## src/rtl/shift_sub_div_if.sv

```systemverilog
// Operand/result handshake bundle for the shift-subtract divider.
// master drives operands and result acceptance; slave is the divider itself.
interface shift_sub_div_if #(
   parameter int BITS = 17
);
   logic                   in_valid;
   logic                   in_ready;
   logic signed [BITS-1:0] a;
   logic signed [BITS-1:0] b;
   logic                   out_valid;
   logic                   out_ready;
   logic signed [BITS-1:0] q;
   logic                   ovf;
   logic                   dz;

   modport master (
      output in_valid, a, b, out_ready,
      input  in_ready, out_valid, q, ovf, dz
   );

   modport slave (
      input  in_valid, a, b, out_ready,
      output in_ready, out_valid, q, ovf, dz
   );
endinterface

```

## src/rtl/shift_sub_div.sv

```systemverilog
// Sequential signed fixed-point divider: q = (a << NFRAC) / b, restoring
// shift-subtract on magnitudes, one quotient bit per clock, sign applied last.
module shift_sub_div #(
   parameter int BITS  = 17,
   parameter int NFRAC = 8
) (
   input  logic         clk,
   input  logic         reset_n,
   shift_sub_div_if.slave bus
);

   localparam int ITER  = BITS + NFRAC;
   localparam int CNT_W = $clog2(ITER + 1);
   localparam logic [CNT_W-1:0]       LAST  = CNT_W'(ITER - 1);
   localparam logic signed [BITS-1:0] Q_MAX = {1'b0, {(BITS-1){1'b1}}};
   localparam logic signed [BITS-1:0] Q_MIN = {1'b1, {(BITS-1){1'b0}}};

   typedef enum logic [1:0] {IDLE, CALC, DONE} state_t;

   state_t                 state, state_nxt;
   logic [ITER-1:0]        num_p0;
   logic [BITS-1:0]        bmag_p0;
   logic [BITS:0]          rem_p0;
   logic [CNT_W-1:0]       cnt_p0;
   logic                   sign_p0;
   logic                   aneg_p0;
   logic                   dz_p0;
   logic signed [BITS-1:0] q_p1;
   logic                   ovf_p1;
   logic                   dz_p1;

   logic [BITS:0]          r_try;
   logic [BITS:0]          rem_nxt;
   logic                   geq;
   logic [ITER-1:0]        num_nxt;
   logic [BITS:0]          sat_res;

   // Magnitude of a two's-complement value; MIN maps to 2^(BITS-1) unsigned.
   function automatic logic [BITS-1:0] abs_mag(input logic signed [BITS-1:0] v);
      return v[BITS-1] ? (~v + 1'b1) : v;
   endfunction

   // Returns {ovf, q}: applies the sign and clamps the magnitude to the Q-format range.
   function automatic logic [BITS:0] saturate(input logic neg, input logic [ITER-1:0] mag);
      logic [ITER-1:0] pos_lim;
      logic [ITER-1:0] neg_lim;
      pos_lim = {{(NFRAC+1){1'b0}}, {(BITS-1){1'b1}}};
      neg_lim = {{NFRAC{1'b0}}, 1'b1, {(BITS-1){1'b0}}};
      if (!neg) begin
         if (mag > pos_lim) return {1'b1, Q_MAX};
         return {1'b0, mag[BITS-1:0]};
      end
      if (mag > neg_lim) return {1'b1, Q_MIN};
      return {1'b0, -mag[BITS-1:0]};
   endfunction

   always_ff @(posedge clk or negedge reset_n) begin
      if (!reset_n) state <= IDLE;
      else          state <= state_nxt;
   end

   always_comb begin
      state_nxt = state;
      case (state)
         IDLE:    if (bus.in_valid) state_nxt = CALC;
         CALC:    if (dz_p0 || cnt_p0 == LAST) state_nxt = DONE;
         DONE:    if (bus.out_ready) state_nxt = IDLE;
         default: state_nxt = IDLE;
      endcase
   end

   // Stage p0: one restoring step; the numerator register doubles as quotient
   // shift register, so after ITER steps it holds the quotient magnitude.
   always_comb begin
      r_try   = {rem_p0[BITS-1:0], num_p0[ITER-1]};
      geq     = rem_p0[BITS] | (r_try >= {1'b0, bmag_p0});
      rem_nxt = geq ? (r_try - {1'b0, bmag_p0}) : r_try;
      num_nxt = {num_p0[ITER-2:0], geq};
      sat_res = saturate(sign_p0, num_nxt);
   end

   always_ff @(posedge clk or negedge reset_n) begin
      if (!reset_n) begin
         num_p0  <= '0;
         bmag_p0 <= '0;
         rem_p0  <= '0;
         cnt_p0  <= '0;
         sign_p0 <= 1'b0;
         aneg_p0 <= 1'b0;
         dz_p0   <= 1'b0;
         q_p1    <= '0;
         ovf_p1  <= 1'b0;
         dz_p1   <= 1'b0;
      end else begin
         case (state)
            IDLE: begin
               if (bus.in_valid) begin
                  num_p0  <= {abs_mag(bus.a), {NFRAC{1'b0}}};
                  bmag_p0 <= abs_mag(bus.b);
                  sign_p0 <= bus.a[BITS-1] ^ bus.b[BITS-1];
                  aneg_p0 <= bus.a[BITS-1];
                  dz_p0   <= (bus.b == '0);
                  cnt_p0  <= '0;
                  rem_p0  <= '0;
               end
            end
            CALC: begin
               // Stage p1: result registers load on the final step only.
               if (dz_p0) begin
                  q_p1   <= aneg_p0 ? Q_MIN : Q_MAX;
                  ovf_p1 <= 1'b0;
                  dz_p1  <= 1'b1;
               end else begin
                  rem_p0 <= rem_nxt;
                  num_p0 <= num_nxt;
                  cnt_p0 <= cnt_p0 + 1'b1;
                  if (cnt_p0 == LAST) begin
                     q_p1   <= sat_res[BITS-1:0];
                     ovf_p1 <= sat_res[BITS];
                     dz_p1  <= 1'b0;
                  end
               end
            end
            default: ;
         endcase
      end
   end

   assign bus.in_ready  = (state == IDLE);
   assign bus.out_valid = (state == DONE);
   assign bus.q         = q_p1;
   assign bus.ovf       = ovf_p1;
   assign bus.dz        = dz_p1;

endmodule
```

## src/flat_wrapper.sv

```systemverilog
// flat-port wrapper written by rule: the top's interface ports become plain ports
module shift_sub_div_flat 
#(
   parameter int BITS  = 17,
   parameter int NFRAC = 8
)
  (clk, reset_n, bus_in_valid, bus_a, bus_b, bus_out_ready, bus_in_ready, bus_out_valid, bus_q, bus_ovf, bus_dz);
  shift_sub_div_if #(.BITS(BITS)) bus_i ();
  input  logic clk;
  input  logic reset_n;
  input wire logic [$bits(bus_i.in_valid)-1:0] bus_in_valid;
  input wire logic [$bits(bus_i.a)-1:0] bus_a;
  input wire logic [$bits(bus_i.b)-1:0] bus_b;
  input wire logic [$bits(bus_i.out_ready)-1:0] bus_out_ready;
  output wire logic [$bits(bus_i.in_ready)-1:0] bus_in_ready;
  output wire logic [$bits(bus_i.out_valid)-1:0] bus_out_valid;
  output wire logic [$bits(bus_i.q)-1:0] bus_q;
  output wire logic [$bits(bus_i.ovf)-1:0] bus_ovf;
  output wire logic [$bits(bus_i.dz)-1:0] bus_dz;
  assign bus_i.in_valid = bus_in_valid;
  assign bus_i.a = bus_a;
  assign bus_i.b = bus_b;
  assign bus_i.out_ready = bus_out_ready;
  assign bus_in_ready = bus_i.in_ready;
  assign bus_out_valid = bus_i.out_valid;
  assign bus_q = bus_i.q;
  assign bus_ovf = bus_i.ovf;
  assign bus_dz = bus_i.dz;
  shift_sub_div #(.BITS(BITS), .NFRAC(NFRAC)) u_core (.clk(clk), .reset_n(reset_n), .bus(bus_i));
endmodule
```

## config.mk

```make
export PLATFORM = sky130hd
export DESIGN_NAME = shift_sub_div_flat
export DESIGN_NICKNAME = d
export VERILOG_FILES = /design/src/rtl/shift_sub_div_if.sv /design/src/rtl/shift_sub_div.sv /design/src/flat_wrapper.sv
export SDC_FILE = /design/constraint.sdc
export NUM_CORES = 1
export LEC_CHECK = 0
export CAP_MARGIN = 15
export CORE_ASPECT_RATIO = 2
export CORE_MARGIN = 1.5
export CORE_UTILIZATION = 60
export DETAILED_ROUTE_END_ITERATION = 8
export PLACE_DENSITY = 0.83
export SYNTH_ARGS = -nofsm -noshare
export SYNTH_HDL_FRONTEND = slang
export SYNTH_SLANG_ARGS = --single-unit
```

## constraint.sdc

```tcl
create_clock -name clk -period 7.2 [get_ports clk]
set_input_delay 1.44 -clock clk [delete_from_list [all_inputs] [get_ports clk]]
set_output_delay 1.44 -clock clk [all_outputs]
set_load 0.005 [all_outputs]
```

# [After elaboration in Yosys (flattened, before gate mapping)]
# Cells that the tools add are included.
[totals] reg_bits=89 latchBits=0 mem_bits_rw=0 rom_bits=0 word_cells=72 memories=0
[op_classes] add_sub_neg=5 multipliers=0 div=0 magnitude_cmp=3 n_eq_ne=7 n_shift=0 n_mux=33 n_bitwise=4 reduce_logical=9
[ops] operator="18-bit 2-to-1 mux" n=9
[ops] operator="17-bit 2-to-1 mux" n=5
[ops] operator="25-bit 2-to-1 mux" n=2
[ops] operator="25-bit one-hot mux with 2 select lines" n=1
[ops] operator="18-bit one-hot mux with 2 select lines" n=1
[ops] operator="17-bit by 1-bit adder with 17-bit output (second input constant)" n=2
[ops] operator="17-bit inverter" n=2
[ops] operator="25-bit by 16-bit greater-than comparator with 1-bit output (second input constant)" n=1
[ops] operator="25-bit by 17-bit greater-than comparator with 1-bit output (second input constant)" n=1
[ops] operator="18-bit by 17-bit greater-or-equal comparator with 1-bit output" n=1
[ops] operator="18-bit by 17-bit subtractor with 18-bit output" n=1
[ops] operator="17-bit zero test" n=1
[ops] operator="17-bit negation" n=1
[ops] operator="5-bit 2-to-1 mux" n=2
[ops] operator="5-bit one-hot mux with 2 select lines" n=1
[ops] operator="1-bit 2-to-1 mux" n=8
[ops] operator="2-bit 2-to-1 mux" n=3
[ops] operator="2-bit inequality test (second input constant)" n=3
[ops] operator="2-bit one-hot mux with 3 select lines" n=1
[ops] operator="3-bit AND reduction" n=2
[ops] operator="5-bit by 1-bit adder with 5-bit output (second input constant)" n=1
[ops] operator="5-bit == test (second input constant)" n=1
[ops] operator="2-bit AND reduction" n=2
[ops] operator="2-bit nonzero test" n=2
[ops] operator="other kinds (7)" n=7

# [Longest topological paths before layout]
[logic_depth] depth_word=12 mapped_depth=19

# [Worst setup path before layout]
# OpenSTA, ideal clock, no wires.
[synth_timing] path_type="input-to-reg" start="input port bus_b[0]" end="register u_core.dz_p0" setup_ps=92 t_arrival_ps=3539 required_ps=7108 setup_slack_ps=3569 cell_stages=8 n_path_buf=0 path_cell_list="inv_1 > ha_1 > or3b_1 > or3_1 > or3_1 > or3_4 > or4_4 > o31ai_2"
[synth_between] elab_chain_cells=1
[synth_lines] item="from (decl)" line_no="flat_wrapper.sv:13" rtl="input wire logic [$bits(bus_i.b)-1:0] bus_b;"
[synth_lines] item="17-bit zero test" line_no="shift_sub_div.sv:102" rtl="dz_p0 <= (bus.b == '0);"
[synth_lines] item="to (signal assigned)" line_no="shift_sub_div.sv:102"
[synth_lines] item="to (decl)" line_no="shift_sub_div.sv:27" rtl="logic dz_p0;"
# Every way passes these cells.
# A chain may end at the register's enable or synchronous reset.

# [Worst setup path after layout]
[layout_timing] start="register u_core.rem_p0[4]" end="register u_core.q_p1[11], in the netlist u_core.bus.q[11]"
[layout_between] elab_chain_cells=12 elab_cells_between_ends=16 cone_classes="add/sub (1); order compare (3); mux (11); bitwise (1)"
[layout_lines] item="from (decl)" line_no="shift_sub_div.sv:23" rtl="logic [BITS:0] rem_p0;"
[layout_lines] item="from (signal assigned)" line_no="shift_sub_div.sv:114" rtl="rem_p0 <= rem_nxt;"
[layout_lines] item="18-bit by 17-bit greater-or-equal comparator with 1-bit output (*)" line_no="shift_sub_div.sv:76" rtl="geq = rem_p0[BITS] | (r_try >= {1'b0, bmag_p0});"
[layout_lines] item="1-bit OR (*)" line_no="shift_sub_div.sv:76"
[layout_lines] item="25-bit by 16-bit greater-than comparator with 1-bit output" line_no="shift_sub_div.sv:50" rtl="if (mag > pos_lim) return {1'b1, Q_MAX};"
[layout_lines] item="1-bit 2-to-1 mux" line_no="shift_sub_div.sv:50"
[layout_lines] item="1-bit 2-to-1 mux" line_no="shift_sub_div.sv:49" rtl="if (!neg) begin"
[layout_lines] item="18-bit 2-to-1 mux" line_no="shift_sub_div.sv:51" rtl="return {1'b0, mag[BITS-1:0]};"
[layout_lines] item="18-bit 2-to-1 mux" line_no="shift_sub_div.sv:49"
[layout_lines] item="18-bit 2-to-1 mux" line_no="shift_sub_div.sv:53" rtl="if (mag > neg_lim) return {1'b1, Q_MIN};"
[layout_lines] item="18-bit 2-to-1 mux" line_no="shift_sub_div.sv:54" rtl="return {1'b0, -mag[BITS-1:0]};"
[layout_lines] item="18-bit 2-to-1 mux (*)" line_no="shift_sub_div.sv:53"
[layout_lines] item="17-bit 2-to-1 mux (*)" line_no="shift_sub_div.sv:117" rtl="if (cnt_p0 == LAST) begin"
[layout_lines] item="17-bit 2-to-1 mux (*)" line_no="shift_sub_div.sv:109" rtl="if (dz_p0) begin"
[layout_lines] item="to (signal assigned)" line_no="shift_sub_div.sv:110" rtl="q_p1 <= aneg_p0 ? Q_MIN : Q_MAX;"
[layout_lines] item="to (signal assigned)" line_no="shift_sub_div.sv:118" rtl="q_p1 <= sat_res[BITS-1:0];"
[layout_lines] item="to (decl)" line_no="shift_sub_div.sv:28" rtl="logic signed [BITS-1:0] q_p1;"
# Every way passes the cells marked *; elsewhere a longest branch is shown, timed or not. The select of a mux whose other input is x is not followed.

==> results.md <==
* Status: complete, no violations
* Post-CTS setup buffer count at 0
* Die H at 142.9 um
* Congestion Overflow GR at 0
* Sw Share at 45.20%
* Area growth syn-to-layout at 16.48%
* Power per cell area at 490.4 nW/um^2
* Post-synth EDFFs at 0
* Placed Cells at 848
* Worst r2r dst: u_core.bus.q[11]$_DFFE_PN0P_
* Relative slew slack at 23.03%
* Largest net degree at the start of global routing at 88
* Maximum VDD drop at 0.3075 mV
* RSZ-0062 raised after global routing: false
* Worst Hold Depth at 2
* Setup violations, final at 0
* Final Hold Vio Count at 0
* Top cell type by total area after synthesis: dfrtp_1
* Mapped Avg Cell Area at 8.419 um^2
* Reg2Reg Depth at 14
* DP Worst Slack at 1998 ps
* Share of synthesized registers carrying an async set or reset at 100.0%
* GRT Total Usage at 33.34%
* Sequential share of power at 29.9%
* Worst skew pair latency at 350 ps
* Clk root buf: clkbuf_16
* Share of layout cells above drive strength 1 at 4.898%
* Setup CP Type: register to register
* Max Cap Violations at 0
* Post-DP HPWL at 12040 um
* DRT Wirelength at 16460 um
* Worst setup EP type: register
* Synth Warn # at 0
* H-tree levels at 3
* WL/cell at 19.03 um
* Starting Density at 62.12%
* Top FF cell, synth: dfrtp_1
* CTS tree: done
* Hold crit path type: register to register
* Psw at 1.515 mW
* Arr. time, crit path at 5550 ps
* CTS clk-pin slew, worst paths at 70 ps
* Initial antenna violation count at 0
* Row count at 50
* Routed vias at 5545
* F_max at 0.1899 GHz
* 1st-iter DRT viols at 473
* Leakage Power at 2.898 nW
* Crit path max fanout at 15
* RD Place Congestion at 0.9573
* Antenna Cells at 0
* Worst hold start: u_core.bmag_p0[9]$_DFFE_PN0P_
* Total Neg Setup Slack at 0 ps
* Sinks on the clock net at 89
* Share of the synthesized area in the top cell type at 37.95%
* Hold_buf cts at 0
* Num ports at 59
* Net count after synthesis at 759
* First-pass GRT wire length at 26700 um
* Count leader, synth: nand2_1
* Synth top cells by count: nand2_1 (94), dfrtp_1 (89), o21ai_0 (75)
* Post-route ant nets at 0
* Full die area at 10420 um^2
* Hold worst-path end: u_core.bmag_p0[9]$_DFFE_PN0P_
* Post-route minimum period at 5266 ps
* Distinct cells, synth at 64
* Seq/Total Area, Yosys at 37.95%
* Worst Skew at 6.925 ps
* Measured slew at the worst slew-check pin at 1147 ps
* Clock power frac at 15.2%
* PortBufs at 58
* Post-synthesis instance area at 5868 um^2
* Core Region at 9447 um^2
* Fin nets at 792
* Reg2reg start: u_core.rem_p0[4]$_DFFE_PN0P_
* Post-CTS sizing at 0
* Number of global-route vias before repair at 5555
* Internal Power at 1.837 mW
* Tcrit/Tclk final at 73.14%
* CP Data Required Time at 7480 ps
* Final Max Slew Viols at 0
* Vias/cell at 6.410
* Number of fill cells in the layout at 755
* FF-to-FF setup slack at 1930 ps
* DR pass1 iterations at 6
* Post-Syn Instances at 697
* Top post-synthesis cells by area: dfrtp_1 (38%), o21ai_0 (6.4%), nand2_1 (6.0%)
* Num CTS Buffers at 9
* DRC at 0
* Critical path launch point type: register
* Die W at 72.93 um
* Non-filler instance count after layout at 865
* Maximum buffer depth of the clock tree at 2
* Comb pwr share at 54.9%
* #FFs+latches synth at 89
* Final setup margin at 1934 ps
## registers in the layout, indices dropped and copies added, names as in the netlist
name            flops
u_core.aneg_p0      1
u_core.bmag_p0     17
u_core.bus.dz       1
u_core.bus.ovf      1
u_core.bus.q       17
u_core.cnt_p0       5
u_core.dz_p0        1
u_core.num_p0      25
u_core.rem_p0      18
u_core.sign_p0      1
u_core.state        2
## how the worst max path moves through the flow
stage                                  startpoint                            to  slack [ps]  depth (start not counted)
floorplan                                bus_b[0]      u_core.dz_p0$_DFFE_PN0P_        3570                          8
global placement    u_core.rem_p0[14]$_DFFE_PN0P_  u_core.bus.q[11]$_DFFE_PN0P_        2250                         14
detailed placement   u_core.rem_p0[4]$_DFFE_PN0P_  u_core.bus.q[13]$_DFFE_PN0P_        2000                         14
CTS                  u_core.rem_p0[4]$_DFFE_PN0P_  u_core.bus.q[13]$_DFFE_PN0P_        1980                         14
global route        u_core.num_p0[24]$_DFFE_PN0P_  u_core.bus.q[13]$_DFFE_PN0P_        1360                         16
finish               u_core.rem_p0[4]$_DFFE_PN0P_  u_core.bus.q[11]$_DFFE_PN0P_        1930                         14
## through the flow
step / util, % / area [um^2] / hold slack [ps] / power (mW)
global placement: 68.68 / 6487 / 461.6 / 2.738
CTS: 72.07 / 6808 / 484.6 / 3.315
detailed placement: 68.68 / 6487 / 470.1 / 2.792
finish: 72.36 / 6835 / 481.1 / 3.352
global route: 72.36 / 6835 / 508.3 / 3.592
floorplan: - / 5868 / 449.8 / 2.265
## power groups by stage
stage	clock network, mW	registers (mW)	logic [mW]
2_1_floorplan	0	0.882	1.38
3_3_place_gp	0	0.982	1.76
3_5_place_dp	0	0.996	1.80
4_1_cts	0.514	0.989	1.81
5_1_grt	0.532	1.02	2.04
6_report	0.509	1.00	1.84
## layer usage
metal / up-vias / share of wire (%) / global-route usage (%)
met4: 0 / 4.9 / 19.17
li1: 2579 / - / -
met3: 55 / 3.8 / 3.105
met5: - / 0 / 0
met1: 2700 / 34 / 33.18
met2: 211 / 57 / 64.12
## cell usage in the layout, fill, tap and decap left out, types with 6 or more instances in the layout
cell,instances
ha_1,23
a211o_1,6
o21ai_0,75
or3_1,16
nor3_1,15
o22ai_1,6
dfrtp_1,89
clkbuf_16,9
nor2_1,41
a21oi_1,32
a211oi_1,10
o211ai_1,13
nand4_1,13
a31oi_1,9
clkdlybuf4s50_1,57
inv_1,34
mux2i_1,11
nand2b_1,10
nand2_1,94
o31ai_1,6
a22o_1,8
buf_4,6
xnor2_1,21
xor2_1,25
or4_1,6
nand3_1,15
## logic make-up after synthesis
kind of cell / count (synthesis) / share of synthesized area, %
muxes: 12 / 2.068
AOI/OAI and AO/OA: 208 / 22.73
adders and majority gates: 24 / 5.245
and+or+nand+nor: 241 / 20.11
DFF: 89 / 37.95
buffers and inverters: 77 / 5.032
xor gates and xnor gates: 46 / 6.866
## critical path, stage by stage (launching register included)
cell	delay, ps
dfrtp_1	380
ha_1	380
a211oi_1	280
nor2_1	110
o32ai_1	610
nand3_1	620
and2_1	620
inv_2	370
ha_1	270
nand3_1	110
o21ai_2	180
nand4_1	490
a2111oi_0	530
o21ai_0	130
nand4_1	110
## layout make-up
cell class              instances  area [um^2]  share of cell area, %
multi-input cells             531         3351                  49.02
flip-flops and latches         89         2227                  32.58
repair buffers                 64        643.1                  9.409
clock buffers                   9        225.2                  3.295
well taps                     130        162.7                  2.380
inverters                      35        131.4                  1.922
clock inverters                 7        95.09                  1.391
Power figures use the tool's default switching activity.
